==> config.mk <==
export PLATFORM = sky130hd
export DESIGN_NAME = p2s_serializer
export DESIGN_NICKNAME = d
export VERILOG_FILES = /design/src/rtl/p2s_serializer.sv
export SDC_FILE = /design/constraint.sdc
export NUM_CORES = 1
export LEC_CHECK = 0
export BUFFER_PORTS_ARGS = -buffer_cell sky130_fd_sc_hd__buf_2
export CORE_MARGIN = 1
export CORE_UTILIZATION = 54
export DETAILED_ROUTE_END_ITERATION = 8
export GPL_TIMING_DRIVEN = 0
export PLACE_DENSITY = 0.88
export SLEW_MARGIN = 20
export SYNTH_ARGS = -nofsm -noshare
export SYNTH_HDL_FRONTEND = slang
export SYNTH_SLANG_ARGS = --single-unit
==> constraint.sdc <==
create_clock -name clk -period 1.5 [get_ports clk]
set_input_delay 0.15 -clock clk [delete_from_list [all_inputs] [get_ports clk]]
set_output_delay 0.15 -clock clk [all_outputs]
set_load 0.01 [all_outputs]
==> src/rtl/p2s_serializer.sv <==
// p2s_serializer: parallel-in / serial-out shifter with a simultaneous
// serial-in capture path. Each bit is held for DIV clocks. Outputs are
// decoded from the state and the shift register, so they appear one
// cycle after the edge that starts a transfer.
module p2s_serializer #(
    parameter int WIDTH     = 16,
    parameter int DIV       = 1,
    parameter bit LSB_FIRST = 1'b0
) (
    input  logic             clk,
    input  logic             rst,
    input  logic             start,
    input  logic [WIDTH-1:0] p_in,
    input  logic             s_in,
    output logic             s_out,
    output logic             bit_strobe,
    output logic             busy,
    output logic             finish,
    output logic [WIDTH-1:0] q
);

    localparam int CW = $clog2(WIDTH);
    localparam int DW = (DIV > 1) ? $clog2(DIV) : 1;
    localparam logic [CW-1:0] BIT_LAST = CW'(WIDTH - 1);
    localparam logic [DW-1:0] DIV_LAST = DW'(DIV - 1);

    typedef enum logic [1:0] {IDLE, SHIFT, DONE, REARM} state_t;

    state_t           state, state_nxt;
    logic [WIDTH-1:0] tx_sr, rx_sr, rx_nxt;
    logic [CW-1:0]    bit_cnt;
    logic [DW-1:0]    div_cnt;
    logic             bit_end, last_bit;

    assign bit_end  = (div_cnt == DIV_LAST);
    assign last_bit = (bit_cnt == BIT_LAST);

    // Received bits enter from the side that keeps them in transmit order.
    assign rx_nxt = LSB_FIRST ? {s_in, rx_sr[WIDTH-1:1]}
                              : {rx_sr[WIDTH-2:0], s_in};

    // State register.
    always_ff @(posedge clk) begin
        if (!rst) state <= IDLE;
        else      state <= state_nxt;
    end

    // Next-state and output decode; the line idles high outside SHIFT.
    always_comb begin
        state_nxt  = state;
        s_out      = 1'b1;
        bit_strobe = 1'b0;
        busy       = 1'b0;
        finish     = 1'b0;
        case (state)
            IDLE: begin
                if (start) state_nxt = SHIFT;
            end
            SHIFT: begin
                busy       = 1'b1;
                s_out      = LSB_FIRST ? tx_sr[0] : tx_sr[WIDTH-1];
                bit_strobe = (div_cnt == '0);
                if (bit_end && last_bit) state_nxt = DONE;
            end
            DONE: begin
                finish    = 1'b1;
                state_nxt = start ? REARM : IDLE;
            end
            REARM: begin
                // A held-high start must drop before another transfer.
                if (!start) state_nxt = IDLE;
            end
            default: state_nxt = IDLE;
        endcase
    end

    // Datapath: word capture, bit/divider counters, tx/rx shifting, q load.
    always_ff @(posedge clk) begin
        if (!rst) begin
            tx_sr   <= '0;
            rx_sr   <= '0;
            bit_cnt <= '0;
            div_cnt <= '0;
            q       <= '0;
        end else begin
            case (state)
                IDLE: begin
                    bit_cnt <= '0;
                    div_cnt <= '0;
                    rx_sr   <= '0;
                    if (start) tx_sr <= p_in;
                end
                SHIFT: begin
                    if (bit_end) begin
                        div_cnt <= '0;
                        tx_sr   <= LSB_FIRST ? (tx_sr >> 1) : (tx_sr << 1);
                        rx_sr   <= rx_nxt;
                        if (last_bit) begin
                            bit_cnt <= '0;
                            q       <= rx_nxt;
                        end else begin
                            bit_cnt <= bit_cnt + CW'(1);
                        end
                    end else begin
                        div_cnt <= div_cnt + DW'(1);
                    end
                end
                default: ;
            endcase
        end
    end

endmodule

; Word level (Yosys, flattened, before mapping)
; Cells that the tools add are included.
[classes]
bitwise_logic = 1
n_addsub = 2
mux = 19
n_reduce_logical = 7
n_eq_ne = 8
[op_table]
columns = cell, count
row1 = 16-bit two-way mux, 2
row2 = 16-bit case mux with 2 select lines, 1
row3 = 15-bit case mux with 2 select lines, 1
row4 = 15-bit two-way mux, 1
row5 = 3-bit AND reduction, 3
row6 = 2-bit two-way mux, 4
row7 = 4-bit two-way mux, 2
row8 = 2-bit inequality test (second input constant), 4
row9 = 2-bit case mux with 4 select lines, 1
row10 = 4-bit case mux with 2 select lines, 1
row11 = 1-bit two-way mux, 5
row12 = 4-bit by 1-bit adder with 4-bit output (second input constant), 1
row13 = 2-bit == test (second input constant), 2
row14 = 4-bit == test (second input constant), 1
row15 = 2-bit by 1-bit == test with 1-bit output (second input constant), 1
row16 = 2-bit zero test, 1
row17 = 1-bit case mux with 2 select lines, 1
row18 = 2-bit AND reduction, 1
row19 = 2-bit nonzero test, 1
row20 = 1-bit adder (second input constant), 1
row21 = 1-bit logical AND, 1
row22 = 1-bit NOT, 1
[totals]
ff_bits = 54
in_bits = 20

; Depth between registers and ports, before layout
[logic_depth]
word_depth = 4
depth_mapped = 6
depth_no_buf = 4

; Least setup slack after synthesis
; Ideal clock, no wire load.
[synth_timing]
kind = register -> register
from = register bit_cnt[0]
to = register state[1]
stages_incl_launch_ff = 7
t_required_ps = 1372
setup_slack_ps = 137
arrival_ps = 1235
cell_sequence = dfxtp_1 -> ha_1 -> and4b_1 -> buf_6 -> buf_12 -> a22oi_1 -> nor2_1
[synth_via]
elab_chain_cells = 4
[synth_rtl]
columns = item, line
row1 = from (decl), 31  ; logic [CW-1:0] bit_cnt;
row2 = from (signal assigned), 102  ; bit_cnt <= bit_cnt + CW'(1);
row3 = 4-bit == test, 36  ; assign last_bit = (bit_cnt == BIT_LAST);
row4 = 1-bit logical AND, 63  ; if (bit_end && last_bit) state_nxt = DONE;
row5 = 2-bit inequality test (no source line), --
row6 = 3-bit AND reduction (no source line), --
row7 = to (signal assigned), 45  ; else state <= state_nxt;
row8 = to (decl), 29  ; state_t state, state_nxt;
; No other way between the ends.
; A chain may end at the register's enable or synchronous reset.

; Worst setup path in the final report
[layout_timing]
from = register state[1]
to = output busy
[layout_via]
elab_chain_cells = 2
[layout_rtl]
columns = item, line
row1 = 2-bit by 1-bit == test with 1-bit output, 55  ; case (state)
row2 = 1-bit two-way mux, 55
row3 = to (decl), 17  ; output logic busy,
; No other way between the ends.

==> results.json <==
{
  "r2r_slack_ns": 0.12,
  "cts_setup_buffers": 0,
  "max_cap_violations": 0,
  "start_util_pct": 58.5,
  "synthCells": 258,
  "synth-xor-area-share_pct": 0,
  "synth_area_leaders": "dfxtp_1, a21oi_1, nand2_1, a311oi_1, nand3_1",
  "numPortBuffers": 39,
  "synth_edf_count": 0,
  "r2r-start": "bit_cnt[0]$_SDFFE_PN0P_",
  "synth_area_per_cell_um2": 8.61,
  "final_common_cell": "dfxtp_1",
  "grt.overflow.total": 0,
  "async_reset_ff_share_pct": 0,
  "yosysWarnings": 0,
  "cp-end-kind": "primary output",
  "fp.dieH_um": 66.1,
  "relSlewSlack_pct": 66.4,
  "clock_latency_ns": 0.31,
  "gr-usage-all-layers_pct": 23.4,
  "fin_worst_skew_ns": 0.00915,
  "finalSetupViolations": 0,
  "cts.hold.buffers_added": 0,
  "synth.distinct_cells": 34,
  "power.density_mw_per_mm2": 1030,
  "die_w_um": 66.1,
  "max_freq_mhz": 697,
  "clock_sinks": 53,
  "place.gp.congestion": 0.829,
  "cts-root-buf": "clkbuf_8",
  "worstSetupPathType": "reg2out",
  "synthAdderAreaFrac_pct": 0.563,
  "finalInstanceArea_mm2": 0.00262,
  "drv_slew": 0,
  "htree_levels": 2,
  "cts_tree": "done",
  "rows": 22,
  "crit_path_max_fanout": 15,
  "synth-simple-area-share_pct": 21.7,
  "via_per_inst": 5.65,
  "layout_worst_path_cycle_share_pct": 95.6,
  "cts_max_path_buffers": 2,
  "dpl_cell_area_mm2": 0.00248,
  "timing.hold.ws_ns": 0.0994,
  "clk_pin_slew_worst_paths_ns": 0.10,
  "synth_nets": 279,
  "start_kind": "flop",
  "mappedNetlistArea_mm2": 0.00222,
  "cts_buffers": 5,
  "dp_hpwl_mm": 3.32,
  "drt.antenna.violating_nets": 0,
  "cpPeakStageDelay_ns": 0.34,
  "drc_errors": 0,
  "synth-seq-cells": 53,
  "finalSetupTns_ns": 0,
  "busiest_layer": "met2",
  "drive_gt1_share_pct": 23.7,
  "worst_pin_slew_ns": 0.504,
  "irDropWorstVdd_v": 0.000654,
  "drt_iter0_markers": 158,
  "hp-start": "p_in[3]",
  "synthMuxAreaShare_pct": 0,
  "crit_slowest_cell": "dfxtp_2",
  "firstDrtPassIters": 4,
  "hold-path-cell-count": 3,
  "worstHoldPathType": "in2reg",
  "yosysTopAreaCellShare_pct": 47.8,
  "leakage_nw": 1.03,
  "synth-compound-area-share_pct": 21.9,
  "route.vias.total": 1988,
  "nets": 324,
  "rsz0062_at_grt": "false",
  "routedWlPerCell_um": 13.2,
  "use_met2_pct": 37.9,
  "synth_top_cell_by_area": "dfxtp_1",
  "min_to": "tx_sr[3]$_SDFFE_PN0P_",
  "path_cells": "nand2b_2 -> inv_6 -> buf_4 -> buf_2",
  "dominantRegCellSynth": "dfxtp_1",
  "cts_repair_resize_count": 5,
  "yosysSeqAreaShare_pct": 47.8,
  "grt_pass1_vias": 1757,
  "status": "finished, final reports clean",
  "core-area_mm2": 0.00380,
  "cp.required_ns": 1.35,
  "worst-endpoint-arrival_ns": 1.28,
  "die_area_mm2": 0.00437,
  "finalHoldViolations": 0,
  "fin_crit_ns": 1.43,
  "grt_first_pass_wirelength_mm": 7.74,
  "grt_max_degree": 17,
  "synth_top_family_by_area": "compound AO/OA/AOI/OAI gates",
  "syn2layout_area_growth_pct": 17.8,
  "use_met3_pct": 4.31,
  "layout_common_cells": "dfxtp_1, buf_2, nand2_1",
  "diodes": 0,
  "rr_endpoint": "q[9]$_SDFFE_PN0P_",
  "wirelength_mm": 4.65,
  "worstRegToRegCells": 6,
  "antenna_found_initial": 0,
  "grt_use_met1_pct": 30.4,
  "ioPinCount": 40,
  "fill_cells": 319
}
-- worst max-delay path: cells and delay by family, from the launching register on --
family                 cells  cell delay, ns
flip-flops                 1            0.34
AND/OR/NAND/NOR            1            0.26
buffers and inverters      3            0.38
-- metrics by stage --
step / utilization (%) / power (mW) / instances / setup WS, ns
final: 68.9 / 2.69 / 352 / 0.0662
after detailed placement: 65.2 / 1.72 / 345 / -0.0507
after global placement: 65.2 / 1.71 / 345 / 0.0329
after CTS: 68.7 / 2.69 / 352 / 0.0189
after global routing: 68.9 / 2.78 / 352 / 0.0152
after floorplan: - / 1.65 / 258 / 0.137
-- per-layer routing --
metal  wire [um]  share of wire, %
met1        2150                46
met2        2190                47
met3         224               4.8
met4          85               1.8
met5           0                 0
-- cells by family (layout without fill, tap and decap cells) --
group                      Yosys count  in the layout
adders and majority gates            1              1
DFF                                 53             53
and+or+nand+nor                     98             98
AOI/OAI and AO/OA                   77             77
buffers and inverters               29             75
-- power by group --
part,switching (mW),leakage [nW],internal [mW]
clock,0.455,0.0574,0.543
combinational,0.123,0.542,0.0927
sequential,0.0261,0.433,1.45
total,0.604,1.03,2.08
-- synth_stat cells (2+ instances only) --
master,instances
nor3b_1,3
o221a_2,2
dfxtp_1,53
o21ai_1,2
inv_2,2
clkbuf_1,10
nand3b_1,9
nand2b_1,2
buf_2,3
buf_4,4
a22oi_1,8
nor2_1,22
nand3_1,17
a21oi_1,32
buf_6,4
nand2_1,38
o21ai_0,16
inv_1,3
a311oi_1,13
-- state kept, by name (all words and copies together) (netlist names) --
name	count
q	16
rx_sr	15
bit_cnt	4
tx_sr	16
state	2
-- worst max-delay path by stage --
stage | depth (start not counted) | slack (ns) | to | from
after floorplan | 6 | 0.14 | state[1]$_SDFFE_PN0P_ | bit_cnt[0]$_SDFFE_PN0P_
after global placement | 6 | 0.03 | q[7]$_SDFFE_PN0P_ | bit_cnt[0]$_SDFFE_PN0P_
after detailed placement | 6 | -0.05 | q[3]$_SDFFE_PN0P_ | bit_cnt[0]$_SDFFE_PN0P_
after CTS | 4 | 0.02 | finish | state[1]$_SDFFE_PN0P_
after global routing | 5 | 0.02 | q[5]$_SDFFE_PN0P_ | state[0]$_SDFFE_PN0P_
final | 4 | 0.07 | busy | state[1]$_SDFFE_PN0P_
-- layout make-up --
type                    count  area, um^2  share of cell area, %
inverters                   5        23.8                  0.909
flip-flops and latches     53        1060                   40.7
well taps                  48        60.1                   2.30
clock buffers               6        82.6                   3.16
clock inverters             2        37.5                   1.43
repair buffers             39         195                   7.46
multi-input cells         176         993                   38.0
plain buffers              23         159                   6.07
No activity file was read; power rests on OpenSTA's default activity.
